[src/rtl/count_game_top.sv]
// Dot-counting game board top: random dot count on the 8x8 matrix, binary answer on the
// switches, scored with red/green/beep feedback and shown on the scanned 7-segment display.
module count_game_top #(
    parameter int SCAN_DIV      = 1000,
    parameter int RESULT_CYCLES = 25_000_000,
    parameter int ROUNDS        = 8
) (
    input  logic        clk,
    input  logic        rst,
    input  logic        start,
    input  logic [7:0]  sw,
    output logic [15:0] led,
    output logic [7:0]  seg,
    output logic [7:0]  dig,
    output logic [7:0]  row,
    output logic [7:0]  colg,
    output logic [7:0]  colr,
    output logic        beep
);

    localparam int RW = $clog2(RESULT_CYCLES + 1);
    localparam int SW = $clog2(SCAN_DIV + 1);

    typedef enum logic [1:0] {
        IDLE   = 2'd0,
        SHOW   = 2'd1,
        RESULT = 2'd2,
        DONE   = 2'd3
    } state_t;

    state_t          state_r;
    state_t          next_state_s;
    logic            start_meta_r;
    logic            start_sync_r;
    logic            start_prev_r;
    logic            press_r;
    logic [7:0]      lfsr_r;
    logic [6:0]      target_r;
    logic            correct_r;
    logic [RW-1:0]   result_cnt_r;
    logic [3:0]      score_r;
    logic [3:0]      round_r;
    logic [SW-1:0]   scan_cnt_r;
    logic [2:0]      scan_idx_r;
    logic            result_done_s;
    logic            load_target_s;
    logic            clear_game_s;

    logic [15:0]     led_r;
    logic [7:0]      seg_r;
    logic [7:0]      dig_r;
    logic [7:0]      row_r;
    logic [7:0]      colg_r;
    logic [7:0]      colr_r;
    logic            beep_r;

    logic [15:0]     led_s;
    logic [7:0]      seg_s;
    logic [7:0]      dig_s;
    logic [7:0]      row_s;
    logic [7:0]      colg_s;
    logic [7:0]      colr_s;
    logic            beep_s;
    logic [7:0]      sel_s;
    logic [7:0]      therm_s;
    logic [3:0]      digit_val_s;
    logic            digit_blank_s;
    logic [7:0]      digit_seg_s;

    // Bit c is set when cell r*8+c lies below n: the row slice of an n-cell fill.
    function automatic logic [7:0] row_fill(input logic [2:0] r, input logic [6:0] n);
        logic [7:0] f;
        f = 8'h00;
        for (int c = 0; c < 8; c++) begin
            f[c] = ({1'b0, r, 3'(c)} < n);
        end
        return f;
    endfunction

    function automatic logic [7:0] seg_encode(input logic [3:0] d);
        logic [7:0] s;
        case (d)
            4'd0:    s = 8'h3F;
            4'd1:    s = 8'h06;
            4'd2:    s = 8'h5B;
            4'd3:    s = 8'h4F;
            4'd4:    s = 8'h66;
            4'd5:    s = 8'h6D;
            4'd6:    s = 8'h7D;
            4'd7:    s = 8'h07;
            4'd8:    s = 8'h7F;
            4'd9:    s = 8'h6F;
            default: s = 8'h00;
        endcase
        return s;
    endfunction

    assign result_done_s = (state_r == RESULT) && (result_cnt_r == RW'(RESULT_CYCLES - 1));
    assign load_target_s = (next_state_s == SHOW) && (state_r != SHOW);
    assign clear_game_s  = (next_state_s == IDLE) || ((state_r == DONE) && (next_state_s == SHOW));

    // Start button synchroniser and rising-edge detector producing a one-clock press.
    always_ff @(posedge clk or posedge rst) begin
        if (rst) begin
            start_meta_r <= 1'b0;
            start_sync_r <= 1'b0;
            start_prev_r <= 1'b0;
            press_r      <= 1'b0;
        end else begin
            start_meta_r <= start;
            start_sync_r <= start_meta_r;
            start_prev_r <= start_sync_r;
            press_r      <= start_sync_r & ~start_prev_r;
        end
    end

    // Free-running Fibonacci LFSR, taps x^8+x^6+x^5+x^4+1.
    always_ff @(posedge clk or posedge rst) begin
        if (rst) begin
            lfsr_r <= 8'hA5;
        end else begin
            lfsr_r <= {lfsr_r[6:0], lfsr_r[7] ^ lfsr_r[5] ^ lfsr_r[4] ^ lfsr_r[3]};
        end
    end

    // FSM state register.
    always_ff @(posedge clk or posedge rst) begin
        if (rst) begin
            state_r <= IDLE;
        end else begin
            state_r <= next_state_s;
        end
    end

    // FSM next-state logic; a dropped enable wins over everything else.
    always_comb begin
        next_state_s = state_r;
        if (!sw[7]) begin
            next_state_s = IDLE;
        end else begin
            case (state_r)
                IDLE: next_state_s = SHOW;
                SHOW: begin
                    if (press_r) next_state_s = RESULT;
                    else         next_state_s = SHOW;
                end
                RESULT: begin
                    if (!result_done_s)                    next_state_s = RESULT;
                    else if (round_r + 4'd1 == 4'(ROUNDS)) next_state_s = DONE;
                    else                                   next_state_s = SHOW;
                end
                DONE: begin
                    if (press_r) next_state_s = SHOW;
                    else         next_state_s = DONE;
                end
                default: next_state_s = IDLE;
            endcase
        end
    end

    // Game datapath: target latch, verdict, RESULT timer, score and round.
    always_ff @(posedge clk or posedge rst) begin
        if (rst) begin
            target_r     <= 7'd0;
            correct_r    <= 1'b0;
            result_cnt_r <= '0;
            score_r      <= 4'd0;
            round_r      <= 4'd0;
        end else begin
            if (load_target_s) begin
                target_r <= {1'b0, lfsr_r[5:0]} + 7'd1;
            end
            if ((state_r == SHOW) && (next_state_s == RESULT)) begin
                correct_r    <= (sw[6:0] == target_r);
                result_cnt_r <= '0;
            end else if (state_r == RESULT) begin
                result_cnt_r <= result_cnt_r + RW'(1);
            end
            if (clear_game_s) begin
                score_r <= 4'd0;
                round_r <= 4'd0;
            end else if (result_done_s) begin
                score_r <= score_r + {3'd0, correct_r};
                round_r <= round_r + 4'd1;
            end
        end
    end

    // Shared scan timer for matrix rows and display digits.
    always_ff @(posedge clk or posedge rst) begin
        if (rst) begin
            scan_cnt_r <= '0;
            scan_idx_r <= 3'd0;
        end else if (scan_cnt_r == SW'(SCAN_DIV - 1)) begin
            scan_cnt_r <= '0;
            scan_idx_r <= scan_idx_r + 3'd1;
        end else begin
            scan_cnt_r <= scan_cnt_r + SW'(1);
        end
    end

    // Value and blanking of the digit currently being scanned.
    always_comb begin
        digit_val_s   = 4'd0;
        digit_blank_s = 1'b0;
        case (scan_idx_r)
            3'd0: digit_val_s = 4'(score_r % 4'd10);
            3'd1: digit_val_s = 4'(score_r / 4'd10);
            3'd3: begin
                if (state_r == DONE) digit_val_s = 4'(ROUNDS);
                else                 digit_val_s = round_r + 4'd1;
            end
            3'd4: digit_val_s = 4'(sw[6:0] % 7'd10);
            3'd5: digit_val_s = 4'((sw[6:0] / 7'd10) % 7'd10);
            3'd6: digit_val_s = 4'(sw[6:0] / 7'd100);
            default: digit_blank_s = 1'b1;
        endcase
    end

    assign digit_seg_s = digit_blank_s ? 8'h00 : seg_encode(digit_val_s);
    assign sel_s       = ~(8'd1 << scan_idx_r);

    // Completed-round thermometer for the upper LEDs.
    always_comb begin
        therm_s = 8'h00;
        for (int k = 0; k < 8; k++) begin
            therm_s[k] = (4'(k) < round_r);
        end
    end

    // Output decode from state and scan position, registered below.
    always_comb begin
        led_s  = {therm_s, sw};
        row_s  = 8'hFF;
        dig_s  = 8'hFF;
        seg_s  = 8'h00;
        colg_s = 8'h00;
        colr_s = 8'h00;
        beep_s = 1'b0;
        case (state_r)
            IDLE: begin
                row_s = 8'hFF;
            end
            SHOW: begin
                row_s  = sel_s;
                dig_s  = sel_s;
                seg_s  = digit_seg_s;
                colg_s = row_fill(scan_idx_r, target_r);
            end
            RESULT: begin
                row_s = sel_s;
                dig_s = sel_s;
                seg_s = digit_seg_s;
                if (correct_r) begin
                    colg_s = 8'hFF;
                end else begin
                    colr_s = 8'hFF;
                    beep_s = 1'b1;
                end
            end
            DONE: begin
                row_s  = sel_s;
                dig_s  = sel_s;
                seg_s  = digit_seg_s;
                colg_s = row_fill(scan_idx_r, {3'd0, score_r});
            end
            default: row_s = 8'hFF;
        endcase
    end

    // Output registers.
    always_ff @(posedge clk or posedge rst) begin
        if (rst) begin
            led_r  <= 16'h0000;
            seg_r  <= 8'h00;
            dig_r  <= 8'hFF;
            row_r  <= 8'hFF;
            colg_r <= 8'h00;
            colr_r <= 8'h00;
            beep_r <= 1'b0;
        end else begin
            led_r  <= led_s;
            seg_r  <= seg_s;
            dig_r  <= dig_s;
            row_r  <= row_s;
            colg_r <= colg_s;
            colr_r <= colr_s;
            beep_r <= beep_s;
        end
    end

    assign led  = led_r;
    assign seg  = seg_r;
    assign dig  = dig_r;
    assign row  = row_r;
    assign colg = colg_r;
    assign colr = colr_r;
    assign beep = beep_r;

endmodule

[config.mk]
export PLATFORM = sky130hd
export DESIGN_NAME = count_game_top
export DESIGN_NICKNAME = d
export VERILOG_FILES = /design/src/rtl/count_game_top.sv
export SDC_FILE = /design/constraint.sdc
export NUM_CORES = 1
export LEC_CHECK = 0
export ABC_AREA = 1
export BUFFER_PORTS_ARGS = -buffer_cell sky130_fd_sc_hd__buf_4
export CORE_AREA = 2 2 139 127
export DETAILED_ROUTE_END_ITERATION = 7
export DIE_AREA = 0 0 141 129
export SYNTH_ARGS = -nofsm -noshare
export SYNTH_HDL_FRONTEND = slang
export SYNTH_SLANG_ARGS = --single-unit
[constraint.sdc]
create_clock -name clk -period 4.1 [get_ports clk]
set_input_delay 0.82 -clock clk [delete_from_list [all_inputs] [get_ports clk]]
set_output_delay 0.82 -clock clk [all_outputs]
set_load 0.02 [all_outputs]
==> flow_summary.html, run 1 <==
<table>
<tr><th>Metric</th><th>Value</th></tr>
<tr><th colspan="2">Worst setup path</th></tr>
<tr><td>Register-to-register setup slack</td><td>around 550 ps</td></tr>
<tr><td>Stages on worst setup path</td><td>32</td></tr>
<tr><td>Kind of end point of the critical path</td><td>register</td></tr>
<tr><td>Type of the worst setup path</td><td>register to register</td></tr>
<tr><td>CP Data Arrival Time</td><td>3790 ps</td></tr>
<tr><td>Highest cell delay on the worst timing path</td><td>450 ps</td></tr>
<tr><td>Endpoint of the worst-slack reg-to-reg timing path</td><td>seg[3]$_DFF_PP0_</td></tr>
<tr><td>CP max-delay cell</td><td>dfrtp_1</td></tr>
<tr><td>Critical path startpoint category</td><td>register</td></tr>
<tr><td>Crit path to</td><td>seg[3]$_DFF_PP0_</td></tr>
<tr><td>Path depth of the worst reg2reg path</td><td>32</td></tr>
<tr><td>Worst flop-to-flop path startpoint</td><td>scan_idx_r[0]$_DFFE_PP0N_</td></tr>
<tr><td>Worst-path fanout max</td><td>6</td></tr>
<tr><td>Cell type with the highest occurrence count on the critical path</td><td>nand2_2</td></tr>
<tr><td>Data required, critical path</td><td>approximately 4300 ps</td></tr>
<tr><td>Buffers and inverters on the worst path</td><td>8</td></tr>
<tr><td>Gate family responsible for the most delay along the worst path</td><td>simple AND/OR/NAND/NOR gates</td></tr>
<tr><td>Worst setup path startpoint</td><td>scan_idx_r[0]$_DFFE_PP0N_</td></tr>
<tr><th colspan="2">Place</th></tr>
<tr><td>HPWL Detailed</td><td>9.348 mm</td></tr>
<tr><td>Weighted congestion at the end of routability-driven global placement</td><td>0.8243</td></tr>
<tr><td>Setup Slack @ Placement</td><td>471.4 ps</td></tr>
<tr><td>Count of buffers from port buffering</td><td>66</td></tr>
<tr><th colspan="2">Floorplan</th></tr>
<tr><td>Die Height</td><td>129 um</td></tr>
<tr><td>Initial core utilization</td><td>34.45%</td></tr>
<tr><td>Placeable Area</td><td>16720 sq um</td></tr>
<tr><td>Horiz. Die Dim</td><td>141 um</td></tr>
<tr><td>Count of standard-cell rows</td><td>45</td></tr>
<tr><td>Number of primary I/O pins</td><td>68</td></tr>
<tr><td>Die area</td><td>approximately 18000 sq um</td></tr>
<tr><th colspan="2">Synthesis</th></tr>
<tr><td>Post-synthesis async set-or-reset flop share</td><td>between 90% and 100%</td></tr>
<tr><td>Combined area of all synthesized cells</td><td>5761 sq um</td></tr>
<tr><td>Synthesized Nets</td><td>728</td></tr>
<tr><td>Sequential element share of the synthesized area</td><td>47.18%</td></tr>
<tr><td>Mean Syn Cell Area</td><td>8.324 sq um</td></tr>
<tr><td>Yosys warning count</td><td>0</td></tr>
<tr><td>Synthesized flop and latch total</td><td>108</td></tr>
<tr><td>Primary flip-flop cell chosen by synthesis mapping</td><td>dfrtp_1</td></tr>
<tr><td>Cell count after synthesis</td><td>~700</td></tr>
<tr><td>Number of enable-type register cells in the synthesized netlist</td><td>0</td></tr>
<tr><td>Number of distinct standard cells referenced by the synthesized netlist</td><td>between 50 and 60</td></tr>
<tr><th colspan="2">Global route</th></tr>
<tr><td>Grt ovf</td><td>0</td></tr>
<tr><td>Global routing usage summed across all routing layers</td><td>14.54%</td></tr>
<tr><td>Vias in the first global route</td><td>4154</td></tr>
<tr><td>Pin count of the biggest net entering global routing</td><td>79</td></tr>
<tr><td>Antenna violations before repair</td><td>0</td></tr>
<tr><td>First-pass GRT wire length</td><td>20.99 mm</td></tr>
<tr><th colspan="2">STA</th></tr>
<tr><td>Final worst-path setup slack</td><td>548.6 ps</td></tr>
<tr><td>Final Setup Violations</td><td>0</td></tr>
<tr><td>Final Hold Vio Count</td><td>0</td></tr>
<tr><td>Final clock period utilization by the worst path</td><td>86.62%</td></tr>
<tr><td>Slew Viols, Final</td><td>0</td></tr>
<tr><td>Setup repair after global routing missed its margin</td><td>no</td></tr>
<tr><td>Worst Clk Skew</td><td>about 10 ps</td></tr>
<tr><td>Actual slew at the worst max-slew pin</td><td>about 960 ps</td></tr>
<tr><td>Post-layout min period</td><td>3551 ps</td></tr>
<tr><td>Max Clk Rate</td><td>281.6 MHz</td></tr>
<tr><td>Post-route setup TNS</td><td>0 ps</td></tr>
<tr><td>Relative slew margins</td><td>between 30% and 40%</td></tr>
<tr><th colspan="2">Clocking</th></tr>
<tr><td>Cts hold-fix bufs</td><td>0</td></tr>
<tr><td>Resized Gates After CTS</td><td>0</td></tr>
<tr><td>Worst skew pair latency</td><td>about 360 ps</td></tr>
<tr><td>Clock-pin slew on the worst setup and hold paths</td><td>70 ps</td></tr>
<tr><td>Clock tree sinks</td><td>108</td></tr>
<tr><td>Total CTS buffers</td><td>9</td></tr>
<tr><td>Clk buf depth</td><td>2</td></tr>
<tr><td>H-Tree Level Count</td><td>3</td></tr>
<tr><td>CTS Root Cell</td><td>clkbuf_16</td></tr>
<tr><td>Postcts setup bufs</td><td>0</td></tr>
<tr><td>CTS tree</td><td>done</td></tr>
<tr><th colspan="2">Routing</th></tr>
<tr><td>Number of detailed-route iterations in the first pass</td><td>4</td></tr>
<tr><td>Post-Route WL</td><td>12.46 mm</td></tr>
<tr><td>Vias per cell</td><td>4.629</td></tr>
<tr><td>Count of antenna-violating nets left after detailed routing</td><td>0</td></tr>
<tr><td>Vias after detailed routing</td><td>approximately 4500</td></tr>
<tr><td>Wire per inst</td><td>12.91 um</td></tr>
<tr><td>Number of design-rule violations left by the first detailed-router iteration</td><td>243</td></tr>
<tr><td>Drc violations</td><td>0</td></tr>
<tr><th colspan="2">Power and ir drop</th></tr>
<tr><td>Pwr per Cell Area</td><td>roughly 360 nW/um^2</td></tr>
<tr><td>Maximum vdd ir drop</td><td>0.2045 mV</td></tr>
<tr><td>Static leakage</td><td>roughly 0.0033 uW</td></tr>
<tr><th colspan="2">Worst hold path</th></tr>
<tr><td>Worst hold path cell count</td><td>0</td></tr>
<tr><td>Worst min path class</td><td>register to register</td></tr>
<tr><th colspan="2">Layout</th></tr>
<tr><td>Final layout net count</td><td>785</td></tr>
<tr><td>Area delta synth-&gt;final</td><td>15.75%</td></tr>
<tr><td>Antenna diode instance count</td><td>0</td></tr>
<tr><td>Fraction of layout cells with a size suffix above 1</td><td>19.10%</td></tr>
<tr><th colspan="2">Flow run</th></tr>
<tr><td>Max-cap viol count</td><td>0</td></tr>
<tr><th colspan="2">Run status</th></tr>
<tr><td>Result of the run</td><td>finished, final reports clean</td></tr>
</table>
-- through the flow --
stage	cell area [sq um]	util [%]	power (uW)	hold WS [ps]	std cells
after floorplan	5761	-	1447	331.2	692
after global placement	6380	38.15	1541	335.5	949
after detailed placement	6380	38.15	1546	338.7	949
after CTS	6668	39.87	2438	355.6	965
after global routing	6668	39.87	2530	362.1	965
final	6668	39.87	2397	350.1	965
-- synth_stat cells (2+ instances only) --
| cell type | count | area, sq um |
|---|---|---|
| nand4_1 | 11 | 68.82 |
| nor4_1 | 6 | 37.54 |
| clkbuf_1 | 2 | 7.510 |
| o211ai_1 | 2 | 15.01 |
| o21ai_0 | 35 | 175.2 |
| dfrtp_1 | 96 | 2402 |
| xor2_1 | 15 | 131.4 |
| nand2_4 | 2 | 22.52 |
| xnor2_1 | 4 | 35.03 |
| buf_4 | 18 | 135.1 |
| nor3_1 | 17 | 85.08 |
| nor2_2 | 2 | 12.51 |
| nand2_1 | 133 | 499.2 |
| ha_1 | 25 | 312.8 |
| dfstp_2 | 12 | 315.3 |
| inv_2 | 12 | 45.04 |
| nand3_1 | 45 | 225.2 |
| o21ai_2 | 4 | 35.03 |
| and3_1 | 2 | 12.51 |
| nand2_2 | 17 | 106.4 |
| o31ai_1 | 2 | 15.01 |
| nor2_1 | 79 | 296.5 |
| nand3_2 | 5 | 50.05 |
| inv_1 | 93 | 349.1 |
| nor3b_1 | 2 | 15.01 |
| o21ai_1 | 4 | 20.02 |
| a21oi_1 | 21 | 105.1 |
| nand3b_1 | 3 | 22.52 |
-- flip-flops by register name (all words and copies together) (netlist names), 2 cells and up --
signal and cells:
lfsr_r 8, score_r 4, seg 7, scan_idx_r 3
result_cnt_r 25, state_r 2, target_r 7, colg 8
dig 8, scan_cnt_r 10, led 16, round_r 4
-- layer usage --
metal | track usage (%) | vias up | share of wire [%]
li1 | - | 2323 | -
met1 | 20.72 | 2052 | 50
met2 | 22.30 | 79 | 44
met3 | 3.387 | 13 | 4.0
met4 | 4.059 | 0 | 1.4
met5 | 0 | - | 0
-- cells in the final DEF, fill, tap and decap left out, types with 5 or more instances in the layout --
master     instances
xor2_1            15
nor2_1            79
ha_1              25
nand2_2           17
dfstp_2           12
clkbuf_16          9
inv_1             92
nand2_1          133
nor4_1             6
nor3_1            17
nand4_1           11
a21oi_1           21
inv_2             12
nand3_2            5
buf_4             68
o21ai_0           35
dfrtp_1           96
nand3_1           45
-- worst reg2reg max path, delay by kind of cell, from the launching register on --
| kind | cells | cell delay, ps |
|---|---|---|
| AOI/OAI and AO/OA | 1 | 50 |
| buffers and inverters | 8 | 650 |
| adders and majority gates | 3 | 710 |
| DFF | 1 | 450 |
| and+or+nand+nor | 20 | 1560 |
-- cell type report --
| type | count | area, sq um |
|---|---|---|
| repair buffers | 68 | 510.5 |
| clock inverters | 4 | 51.30 |
| fillers | 1700 | 10050 |
| inverters | 106 | 402.9 |
| clock buffers | 12 | 236.5 |
| well taps | 211 | 264.0 |
| flip-flops and latches | 108 | 2718 |
| multi-input cells | 456 | 2485 |
-- cells by family (layout without fill, tap and decap cells) --
family | after synthesis | after routing | share of synthesized area (%)
AO/OA/AOI/OAI | 82 | 82 | 8.753
other | 1 | 1 | 0.06510
adder cells (fa/ha/maj) | 25 | 25 | 5.430
buffers and inverters | 128 | 190 | 9.687
AND/OR/NAND/NOR | 329 | 329 | 26.00
flip-flops | 108 | 108 | 47.18
XOR/XNOR | 19 | 19 | 2.889
-- how the worst min path moves through the flow --
stage,endpoint,slack [ps],startpoint
after floorplan,start_sync_r$_DFF_PP0_,330,start_meta_r$_DFF_PP0_
after global placement,start_sync_r$_DFF_PP0_,340,start_meta_r$_DFF_PP0_
after detailed placement,lfsr_r[7]$_DFF_PP1_,340,lfsr_r[6]$_DFF_PP0_
after CTS,lfsr_r[7]$_DFF_PP1_,360,lfsr_r[6]$_DFF_PP0_
after global routing,lfsr_r[7]$_DFF_PP1_,360,lfsr_r[6]$_DFF_PP0_
final,start_sync_r$_DFF_PP0_,350,start_meta_r$_DFF_PP0_
-- report_power, final --
part           internal, uW  total [uW]  leakage [uW]  switching, uW
combinational           109         289       0.00182            181
clock                   475         872      0.000137            397
sequential             1150        1230       0.00138           80.7
total                  1740        2400       0.00333            658
No activity file was read; power rests on OpenSTA's default activity.
==> run 2: changes to the inputs <==
--- a/config.mk
+++ b/config.mk
@@ -5,11 +5,11 @@
 export SDC_FILE = /design/constraint.sdc
 export NUM_CORES = 1
 export LEC_CHECK = 0
-export ABC_AREA = 1
 export BUFFER_PORTS_ARGS = -buffer_cell sky130_fd_sc_hd__buf_4
 export CORE_AREA = 2 2 139 127
 export DETAILED_ROUTE_END_ITERATION = 7
 export DIE_AREA = 0 0 141 129
+export MAX_ROUTING_LAYER = met4
 export SYNTH_ARGS = -nofsm -noshare
 export SYNTH_HDL_FRONTEND = slang
 export SYNTH_SLANG_ARGS = --single-unit
==> run 2 against run 1 <==
  * Final area up 2.1%
  * Synthesized cell count shrank 14%
  * Worst hold slack about the same
  * Setup slack got worse by 250 ps
  * Count of clock-buffer cells in the layout shrank 2
  * Clock power up 9.7%
  * Sequential cell count is the same
  * Die area unchanged
==> flow_summary.html, run 2 <==
<table>
<tr><th>Metric</th><th>Value</th></tr>
<tr><th colspan="2">Place</th></tr>
<tr><td>HPWL Detailed</td><td>9.111 mm (-2.5%)</td></tr>
<tr><td>Placed Cells</td><td>854 (-10%)</td></tr>
<tr><td>Count of buffers from port buffering</td><td>66 (unchanged)</td></tr>
<tr><td>Weighted congestion at the end of routability-driven global placement</td><td>0.8387 (+1.7%)</td></tr>
<tr><th colspan="2">Clocking</th></tr>
<tr><td>Clock-pin slew on the worst setup and hold paths</td><td>70 ps (about the same)</td></tr>
<tr><td>CTS Root Cell</td><td>clkbuf_16</td></tr>
<tr><td>Clock tree sinks</td><td>108 (unchanged)</td></tr>
<tr><td>Clk buf depth</td><td>2 (unchanged)</td></tr>
<tr><td>CTS tree</td><td>done</td></tr>
<tr><td>H-Tree Level Count</td><td>3 (unchanged)</td></tr>
<tr><td>Worst skew pair latency</td><td>360 ps (about the same)</td></tr>
<tr><td>Total CTS buffers</td><td>9 (unchanged)</td></tr>
<tr><th colspan="2">Flow run</th></tr>
<tr><td>Max-cap viol count</td><td>0 (unchanged)</td></tr>
<tr><th colspan="2">Worst setup path</th></tr>
<tr><td>CP max-delay cell</td><td>dfrtp_1</td></tr>
<tr><td>Kind of end point of the critical path</td><td>register</td></tr>
<tr><td>Path depth of the worst reg2reg path</td><td>18 (-44%)</td></tr>
<tr><td>CP Data Arrival Time</td><td>4070 ps (+280 ps)</td></tr>
<tr><td>Worst flop-to-flop path startpoint</td><td>scan_idx_r[1]$_DFFE_PP0N_</td></tr>
<tr><td>Endpoint of the worst-slack reg-to-reg timing path</td><td>seg[4]$_DFF_PP0_</td></tr>
<tr><td>Register-to-register setup slack</td><td>300 ps (-250 ps)</td></tr>
<tr><td>Data required, critical path</td><td>4370 ps (+30 ps)</td></tr>
<tr><td>Critical path startpoint category</td><td>register</td></tr>
<tr><td>Type of the worst setup path</td><td>register to register</td></tr>
<tr><td>Worst-path cell chain</td><td>inv_1, ha_2, o211ai_1, and3_1, a211oi_1, and4bb_1, o21ai_0, a21oi_1, ha_1, o21a_1, a41o_1, o221ai_4, mux2i_1, nor2_2, inv_1, ha_1, or3b_1, a31oi_1</td></tr>
<tr><td>Worst-path fanout max</td><td>7 (+1)</td></tr>
<tr><td>Highest cell delay on the worst timing path</td><td>380 ps (-70 ps)</td></tr>
<tr><th colspan="2">STA</th></tr>
<tr><td>Max Clk Rate</td><td>263.2 MHz (-6.5%)</td></tr>
<tr><td>Slew Viols, Final</td><td>0 (unchanged)</td></tr>
<tr><td>Setup repair after global routing missed its margin</td><td>no</td></tr>
<tr><td>Post-route setup TNS</td><td>0 ps (unchanged)</td></tr>
<tr><td>Final clock period utilization by the worst path</td><td>92.68% (+6.1 points)</td></tr>
<tr><td>Post-layout min period</td><td>3800 ps (+248.4 ps)</td></tr>
<tr><td>Final Hold Vio Count</td><td>0 (unchanged)</td></tr>
<tr><td>Final Setup Violations</td><td>0 (unchanged)</td></tr>
<tr><td>Relative slew margins</td><td>44.67% (+8.8 points)</td></tr>
<tr><td>Worst Clk Skew</td><td>9.290 ps (-0.9571 ps)</td></tr>
<tr><td>Actual slew at the worst max-slew pin</td><td>829.9 ps (-131.9 ps)</td></tr>
<tr><th colspan="2">Layout</th></tr>
<tr><td>Total area of sequential cells</td><td>2719 sq um (about the same)</td></tr>
<tr><td>Antenna diode instance count</td><td>0 (unchanged)</td></tr>
<tr><td>Fraction of layout cells with a size suffix above 1</td><td>20.18% (+1.1 points)</td></tr>
<tr><td>Most frequent standard cell in the layout excluding fill and tap cells</td><td>dfrtp_1</td></tr>
<tr><td>Multi-input gate area</td><td>2758 sq um (+11%)</td></tr>
<tr><td>Area delta synth-&gt;final</td><td>17.70%</td></tr>
<tr><td>Largest Register</td><td>result_cnt_r</td></tr>
<tr><td>Largest register FFs</td><td>25 (unchanged)</td></tr>
<tr><td>Commonest non-fill, non-tap cells in the layout</td><td>dfrtp_1 (95), buf_4 (86), nor2_1 (70), nand2_1 (62), xor2_1 (32)</td></tr>
<tr><td>Final non-filler cell total</td><td>870 (-9.8%)</td></tr>
<tr><td>Fillers</td><td>1614 (-5.1%)</td></tr>
<tr><td>Final layout net count</td><td>690 (-12%)</td></tr>
<tr><th colspan="2">Worst hold path</th></tr>
<tr><td>Worst min path class</td><td>register to register</td></tr>
<tr><td>Hold_sp</td><td>start_meta_r$_DFF_PP0_</td></tr>
<tr><td>Worst hold path endpoint</td><td>start_sync_r$_DFF_PP0_</td></tr>
<tr><td>Worst hold path cell count</td><td>0 (unchanged)</td></tr>
<tr><th colspan="2">Synthesis</th></tr>
<tr><td>Number of enable-type register cells in the synthesized netlist</td><td>0 (unchanged)</td></tr>
<tr><td>Mean Syn Cell Area</td><td>9.685 sq um (+16%)</td></tr>
<tr><td>Top cells by area, synth</td><td>dfrtp_1 (42%), dfstp_2 (5.5%), ha_1 (5.4%)</td></tr>
<tr><td>Yosys warning count</td><td>0 (unchanged)</td></tr>
<tr><td>Leading cell type by number of instances after synthesis</td><td>dfrtp_1</td></tr>
<tr><td>Cell count after synthesis</td><td>597 (-14%)</td></tr>
<tr><td>Library cell occupying the most area in the post-synthesis netlist</td><td>dfrtp_1</td></tr>
<tr><td>Combined area of all synthesized cells</td><td>5782 sq um (+0.37%)</td></tr>
<tr><td>Most common library cells after synthesis</td><td>dfrtp_1 (96), nor2_1 (70), nand2_1 (62)</td></tr>
<tr><td>Synthesized Nets</td><td>633 (-13%)</td></tr>
<tr><td>Number of distinct standard cells referenced by the synthesized netlist</td><td>71 (+39%)</td></tr>
<tr><td>Sequential element share of the synthesized area</td><td>47.00% (-0.17 points)</td></tr>
<tr><td>Yosys top cell area share</td><td>41.55% (-0.15 points)</td></tr>
<tr><td>Post-synthesis async set-or-reset flop share</td><td>100.0% (unchanged)</td></tr>
<tr><td>Primary flip-flop cell chosen by synthesis mapping</td><td>dfrtp_1</td></tr>
<tr><td>Synthesized flop and latch total</td><td>108 (unchanged)</td></tr>
<tr><th colspan="2">Power and ir drop</th></tr>
<tr><td>Maximum vdd ir drop</td><td>0.1902 mV (-7.0%)</td></tr>
<tr><td>Static leakage</td><td>0.003175 uW (-4.8%)</td></tr>
<tr><td>Pwr per Cell Area</td><td>353.3 nW/um^2 (-1.7%)</td></tr>
<tr><th colspan="2">Routing</th></tr>
<tr><td>Wire per inst</td><td>14.26 um (+10%)</td></tr>
<tr><td>Number of design-rule violations left by the first detailed-router iteration</td><td>257 (+5.8%)</td></tr>
<tr><td>Drc violations</td><td>0 (unchanged)</td></tr>
<tr><td>Post-Route WL</td><td>12.40 mm (-0.45%)</td></tr>
<tr><td>Vias per cell</td><td>4.964 (+7.2%)</td></tr>
<tr><td>Count of antenna-violating nets left after detailed routing</td><td>0 (unchanged)</td></tr>
<tr><td>Vias after detailed routing</td><td>4319 (-3.3%)</td></tr>
<tr><td>Number of detailed-route iterations in the first pass</td><td>4 (unchanged)</td></tr>
<tr><th colspan="2">Floorplan</th></tr>
<tr><td>Count of standard-cell rows</td><td>45 (unchanged)</td></tr>
<tr><td>Number of primary I/O pins</td><td>68 (unchanged)</td></tr>
<tr><td>Horiz. Die Dim</td><td>141 um (unchanged)</td></tr>
<tr><td>Initial core utilization</td><td>34.58% (+0.13 points)</td></tr>
<tr><td>Die Height</td><td>129 um (unchanged)</td></tr>
<tr><td>Placeable Area</td><td>16720 sq um (unchanged)</td></tr>
<tr><td>Die area</td><td>18190 sq um (unchanged)</td></tr>
<tr><th colspan="2">Run status</th></tr>
<tr><td>Result of the run</td><td>finished, final reports clean</td></tr>
<tr><th colspan="2">Global route</th></tr>
<tr><td>First-pass GRT wire length</td><td>20.98 mm (about the same)</td></tr>
<tr><td>Antenna violations before repair</td><td>0 (unchanged)</td></tr>
<tr><td>Pin count of the biggest net entering global routing</td><td>67 (-15%)</td></tr>
<tr><td>Global routing usage summed across all routing layers</td><td>15.03% (+0.49 points)</td></tr>
<tr><td>Vias in the first global route</td><td>4123 (-0.75%)</td></tr>
<tr><td>Grt ovf</td><td>0 (unchanged)</td></tr>
</table>
==> run 2: cell count changes in the layout (fill, tap and decap cells not counted), moves of 14 or more <==
cell	before	now
nand2_1	133	62
buf_4	68	86
inv_1	92	22
nand3_1	45	29
xor2_1	15	32
nand2_2	17	0
xnor2_1	4	24
o21ai_0	35	21
==> run 2: worst max-delay path: cells and delay by family (launching register included) <==
kind | cells | cell delay (ps)
adders and majority gates | 3 | 630
buffers and inverters | 2 | 220
AOI/OAI and AO/OA | 8 | 1270
muxes | 1 | 240
DFF | 1 | 380
and+or+nand+nor | 4 | 970
==> run 2: cell families after synthesis <==
group / after synthesis / synth area share [%]
flops: 108 / 47.00
xor+xnor: 56 / 8.483
buf+inv: 63 / 5.626
fa+ha+maj: 25 / 5.410
mux: 8 / 1.450
compound gates: 97 / 11.73
other cells: 1 / 0.06486
simple gates: 239 / 20.23
==> run 2: cell type report <==
cell class | instances | share of cell area (%)
multi-input cells | 426 | 40.52
flip-flops and latches | 108 | 39.95
repair buffers | 86 | 9.487
well taps | 211 | 3.879
clock buffers | 10 | 3.512
clock inverters | 6 | 1.342
inverters | 23 | 1.305
==> run 2: worst max-delay path by stage <==
stage | slack (ps) | endpoint | cells past startpoint | start
2_1_floorplan | 200 | seg[4]$_DFF_PP0_ | 16 | sw[6]
3_3_place_gp | 70 | seg[4]$_DFF_PP0_ | 17 | sw[4]
3_5_place_dp | 50 | seg[4]$_DFF_PP0_ | 17 | sw[4]
4_1_cts | 160 | seg[4]$_DFF_PP0_ | 18 | scan_idx_r[0]$_DFFE_PP0N_
5_1_grt | 30 | seg[4]$_DFF_PP0_ | 18 | scan_idx_r[1]$_DFFE_PP0N_
6_report | 300 | seg[4]$_DFF_PP0_ | 18 | scan_idx_r[1]$_DFFE_PP0N_
==> run 2: power breakdown <==
group | total, uW | internal, uW | switching [uW]
registers | 1180 | 1130 | 51.8
clock network | 957 | 558 | 400
logic | 270 | 108 | 162
total | 2400 | 1790 | 613
==> run 2: stage by stage <==
stage          utilization (%)  total power, uW  hold slack (ps)  cell area, sq um  setup WS [ps]
2_1_floorplan                -             1367            331.2              5782          202.6
3_3_place_gp             38.60             1461            339.4              6455          71.21
3_5_place_dp             38.60             1469            335.6              6455          45.97
4_1_cts                  40.58             2441            352.7              6785          163.1
5_1_grt                  40.70             2516            371.7              6805          30.81
6_report                 40.70             2404            350.2              6805          300.2
==> run 2: metal layers <==
| metal | routed length [um] | GRT usage [%] | part of all wire, % |
|---|---|---|---|
| met1 | 6200 | 20.41 | 50 |
| met2 | 5548 | 22.58 | 45 |
| met3 | 466 | 2.493 | 3.8 |
| met4 | 189 | 5.882 | 1.5 |
| met5 | 0 | - | 0 |
==> run 2: repair_timing <==
item / in CTS / in global routing
setup endpoints to repair: 0 / 4
buffers inserted: 0 / 0
hold buffers: 0 / 0
resized for setup: 0 / 5
endpoints found under the hold margin: 0 / 0
==> run 3: changes to the inputs <==
--- a/config.mk
+++ b/config.mk
@@ -7,6 +7,7 @@
 export LEC_CHECK = 0
 export BUFFER_PORTS_ARGS = -buffer_cell sky130_fd_sc_hd__buf_4
 export CORE_AREA = 2 2 139 127
+export CTS_CLUSTER_DIAMETER = 100
 export DETAILED_ROUTE_END_ITERATION = 7
 export DIE_AREA = 0 0 141 129
 export MAX_ROUTING_LAYER = met4
==> constraint.sdc (replaced) <==
create_clock -name clk -period 4.8 [get_ports clk]
set_input_delay 0.96 -clock clk [delete_from_list [all_inputs] [get_ports clk]]
set_output_delay 0.96 -clock clk [all_outputs]
set_load 0.02 [all_outputs]
==> run 3 against run 2 <==
  * Sequential cell count unchanged
  * Clock power decreased by 18%
  * Cell count decreased by 1.8%
  * Critical path type unchanged
  * Maximum frequency decreased by 13%
==> flow_summary.html, run 3 (synthesis results as in run 2) <==
<table>
<tr><th>Metric</th><th>Value</th></tr>
<tr><th colspan="2">Clocking</th></tr>
<tr><td>Clk buf depth</td><td>2 (unchanged)</td></tr>
<tr><td>Total CTS buffers</td><td>9 (unchanged)</td></tr>
<tr><td>Worst skew pair latency</td><td>350 ps (about the same)</td></tr>
<tr><td>Clock-pin slew on the worst setup and hold paths</td><td>70 ps (about the same)</td></tr>
<tr><td>CTS tree</td><td>done</td></tr>
<tr><td>Cts hold-fix bufs</td><td>0 (unchanged)</td></tr>
<tr><td>Postcts setup bufs</td><td>0 (unchanged)</td></tr>
<tr><td>Resized Gates After CTS</td><td>0 (unchanged)</td></tr>
<tr><td>Clock tree sinks</td><td>108 (unchanged)</td></tr>
<tr><td>CTS Root Cell</td><td>clkbuf_16</td></tr>
<tr><td>H-Tree Level Count</td><td>3 (unchanged)</td></tr>
<tr><th colspan="2">Layout</th></tr>
<tr><td>Multi-input gate area</td><td>2739 sq um (-0.68%)</td></tr>
<tr><td>Fillers</td><td>1622 (+0.50%)</td></tr>
<tr><td>Total area of sequential cells</td><td>2718 sq um (about the same)</td></tr>
<tr><td>Largest register FFs</td><td>25 (unchanged)</td></tr>
<tr><td>Final layout net count</td><td>674 (-2.3%)</td></tr>
<tr><td>Commonest non-fill, non-tap cells in the layout</td><td>dfrtp_1 (96), nor2_1 (70), buf_4 (70), nand2_1 (62), xor2_1 (32)</td></tr>
<tr><td>Most frequent standard cell in the layout excluding fill and tap cells</td><td>dfrtp_1</td></tr>
<tr><td>Fraction of layout cells with a size suffix above 1</td><td>17.57% (-2.6 points)</td></tr>
<tr><td>Largest Register</td><td>result_cnt_r</td></tr>
<tr><td>Area delta synth-&gt;final</td><td>15.13%</td></tr>
<tr><td>Antenna diode instance count</td><td>0 (unchanged)</td></tr>
<tr><th colspan="2">STA</th></tr>
<tr><td>Actual slew at the worst max-slew pin</td><td>1070 ps (+239.9 ps)</td></tr>
<tr><td>Worst Clk Skew</td><td>7.719 ps (-1.571 ps)</td></tr>
<tr><td>Final clock period utilization by the worst path</td><td>90.78% (-1.9 points)</td></tr>
<tr><td>Relative slew margins</td><td>28.68% (-16 points)</td></tr>
<tr><td>Final Hold Vio Count</td><td>0 (unchanged)</td></tr>
<tr><td>Post-route setup TNS</td><td>0 ps (unchanged)</td></tr>
<tr><td>Setup repair after global routing missed its margin</td><td>no</td></tr>
<tr><td>Max Clk Rate</td><td>229.5 MHz (-13%)</td></tr>
<tr><td>Post-layout min period</td><td>4357 ps (+557.4 ps)</td></tr>
<tr><td>Final Setup Violations</td><td>0 (unchanged)</td></tr>
<tr><td>Slew Viols, Final</td><td>0 (unchanged)</td></tr>
<tr><th colspan="2">Routing</th></tr>
<tr><td>Wire per inst</td><td>14.70 um (+3.1%)</td></tr>
<tr><td>Drc violations</td><td>0 (unchanged)</td></tr>
<tr><td>Vias per cell</td><td>5.098 (+2.7%)</td></tr>
<tr><td>Number of design-rule violations left by the first detailed-router iteration</td><td>272 (+5.8%)</td></tr>
<tr><td>Count of antenna-violating nets left after detailed routing</td><td>0 (unchanged)</td></tr>
<tr><td>Number of detailed-route iterations in the first pass</td><td>4 (unchanged)</td></tr>
<tr><td>Vias after detailed routing</td><td>4354 (+0.81%)</td></tr>
<tr><td>Post-Route WL</td><td>12.56 mm (+1.2%)</td></tr>
<tr><th colspan="2">Global route</th></tr>
<tr><td>First-pass GRT wire length</td><td>21.37 mm (+1.8%)</td></tr>
<tr><td>Global routing usage summed across all routing layers</td><td>15.25% (+0.23 points)</td></tr>
<tr><td>Pin count of the biggest net entering global routing</td><td>86 (+28%)</td></tr>
<tr><td>Vias in the first global route</td><td>4300 (+4.3%)</td></tr>
<tr><td>Antenna violations before repair</td><td>0 (unchanged)</td></tr>
<tr><td>Grt ovf</td><td>0 (unchanged)</td></tr>
<tr><th colspan="2">Worst setup path</th></tr>
<tr><td>Gate family responsible for the most delay along the worst path</td><td>compound AO/OA/AOI/OAI gates</td></tr>
<tr><td>CP Data Arrival Time</td><td>4630 ps (+560 ps)</td></tr>
<tr><td>Critical path startpoint category</td><td>register</td></tr>
<tr><td>Cell type with the highest occurrence count on the critical path</td><td>ha_1</td></tr>
<tr><td>Worst-path fanout max</td><td>11 (+4)</td></tr>
<tr><td>Kind of end point of the critical path</td><td>register</td></tr>
<tr><td>Highest cell delay on the worst timing path</td><td>450 ps (+70 ps)</td></tr>
<tr><td>Buffers and inverters on the worst path</td><td>2 (unchanged)</td></tr>
<tr><td>Worst-path cell chain</td><td>inv_1, ha_1, o211ai_1, and3_1, a211oi_1, and4bb_1, o21ai_0, a21oi_1, ha_1, o21a_1, a41o_1, o221ai_4, mux2i_1, nor2_2, inv_1, ha_1, or3b_1, a31oi_1</td></tr>
<tr><td>CP max-delay cell</td><td>dfrtp_1</td></tr>
<tr><td>Data required, critical path</td><td>5070 ps (+700 ps)</td></tr>
<tr><td>Type of the worst setup path</td><td>register to register</td></tr>
<tr><th colspan="2">Floorplan</th></tr>
<tr><td>Die Height</td><td>129 um (unchanged)</td></tr>
<tr><td>Horiz. Die Dim</td><td>141 um (unchanged)</td></tr>
<tr><td>Initial core utilization</td><td>34.58% (unchanged)</td></tr>
<tr><td>Number of primary I/O pins</td><td>68 (unchanged)</td></tr>
<tr><td>Die area</td><td>18190 sq um (unchanged)</td></tr>
<tr><td>Placeable Area</td><td>16720 sq um (unchanged)</td></tr>
<tr><td>Count of standard-cell rows</td><td>45 (unchanged)</td></tr>
<tr><th colspan="2">Power and ir drop</th></tr>
<tr><td>Maximum vdd ir drop</td><td>0.1772 mV (-6.8%)</td></tr>
<tr><td>Pwr per Cell Area</td><td>303.0 nW/um^2 (-14%)</td></tr>
<tr><td>Final total power</td><td>2017 uW (-16%)</td></tr>
<tr><td>Static leakage</td><td>0.003092 uW (-2.6%)</td></tr>
<tr><th colspan="2">Flow run</th></tr>
<tr><td>Max-cap viol count</td><td>0 (unchanged)</td></tr>
<tr><th colspan="2">Place</th></tr>
<tr><td>HPWL Detailed</td><td>8.912 mm (-2.2%)</td></tr>
<tr><td>Count of buffers from port buffering</td><td>66 (unchanged)</td></tr>
<tr><td>Weighted congestion at the end of routability-driven global placement</td><td>0.8030 (-4.3%)</td></tr>
<tr><th colspan="2">Run status</th></tr>
<tr><td>Result of the run</td><td>finished, final reports clean</td></tr>
<tr><th colspan="2">Worst hold path</th></tr>
<tr><td>Worst min path class</td><td>register to register</td></tr>
</table>
-- run 3: changes by cell type in the layout (fill, tap and decap cells not counted), sizes merged --
cell and delta:
clkbuf +2, buf -16, clkinvlp +1, inv -2, bufinv -1
-- run 3: where the power goes --
| group | switching [uW] | internal [uW] | leakage, uW | total [uW] |
|---|---|---|---|---|
| Clock | 334 | 450 | 0.000155 | 784 |
| Sequential | 44.3 | 961 | 0.00139 | 1010 |
| Combinational | 137 | 89.7 | 0.00155 | 227 |
-- run 3: per-layer routing --
metal / track usage (%) / part of all wire [%]
met1: 20.40 / 49
met2: 23.41 / 45
met3: 3.052 / 4.1
met4: 4.941 / 1.4
met5: - / 0
-- run 3: worst paths after layout --
kind                                      startpoint                          end  slack, ps  depth (start not counted)
max                        scan_idx_r[1]$_DFFE_PP0N_             seg[4]$_DFF_PP0_        440                         18
min                              lfsr_r[6]$_DFF_PP0_          lfsr_r[7]$_DFF_PP1_        360                          0
max reg2reg                scan_idx_r[1]$_DFFE_PP0N_             seg[4]$_DFF_PP0_        440                         18
min reg2reg                      lfsr_r[6]$_DFF_PP0_          lfsr_r[7]$_DFF_PP1_        360                          0
max in group asynchronous                        rst  result_cnt_r[6]$_DFFE_PP0P_       3000                          3
min in group asynchronous                        rst            colg[5]$_DFF_PP0_        830                          2
-- run 3: per-stage QoR --
stage               util, %  hold slack [ps]  std cells  area (sq um)  worst slack (ps)
global placement      37.88            340.1        838          6335             489.8
finish                39.81            358.2        854          6656             442.8
detailed placement    37.88            344.3        838          6335             390.2
floorplan                 -            331.2        597          5782             762.6
global route          39.81            365.9        854          6656             155.5
CTS                   39.81            360.6        854          6656             507.7
-- run 3: layout make-up --
cell class	count	share of cell area [%]
clock inverters	4	0.8271
well taps	211	3.966
inverters	23	1.335
repair buffers	70	7.895
clock buffers	12	4.004
flip-flops and latches	108	40.83
multi-input cells	426	41.15
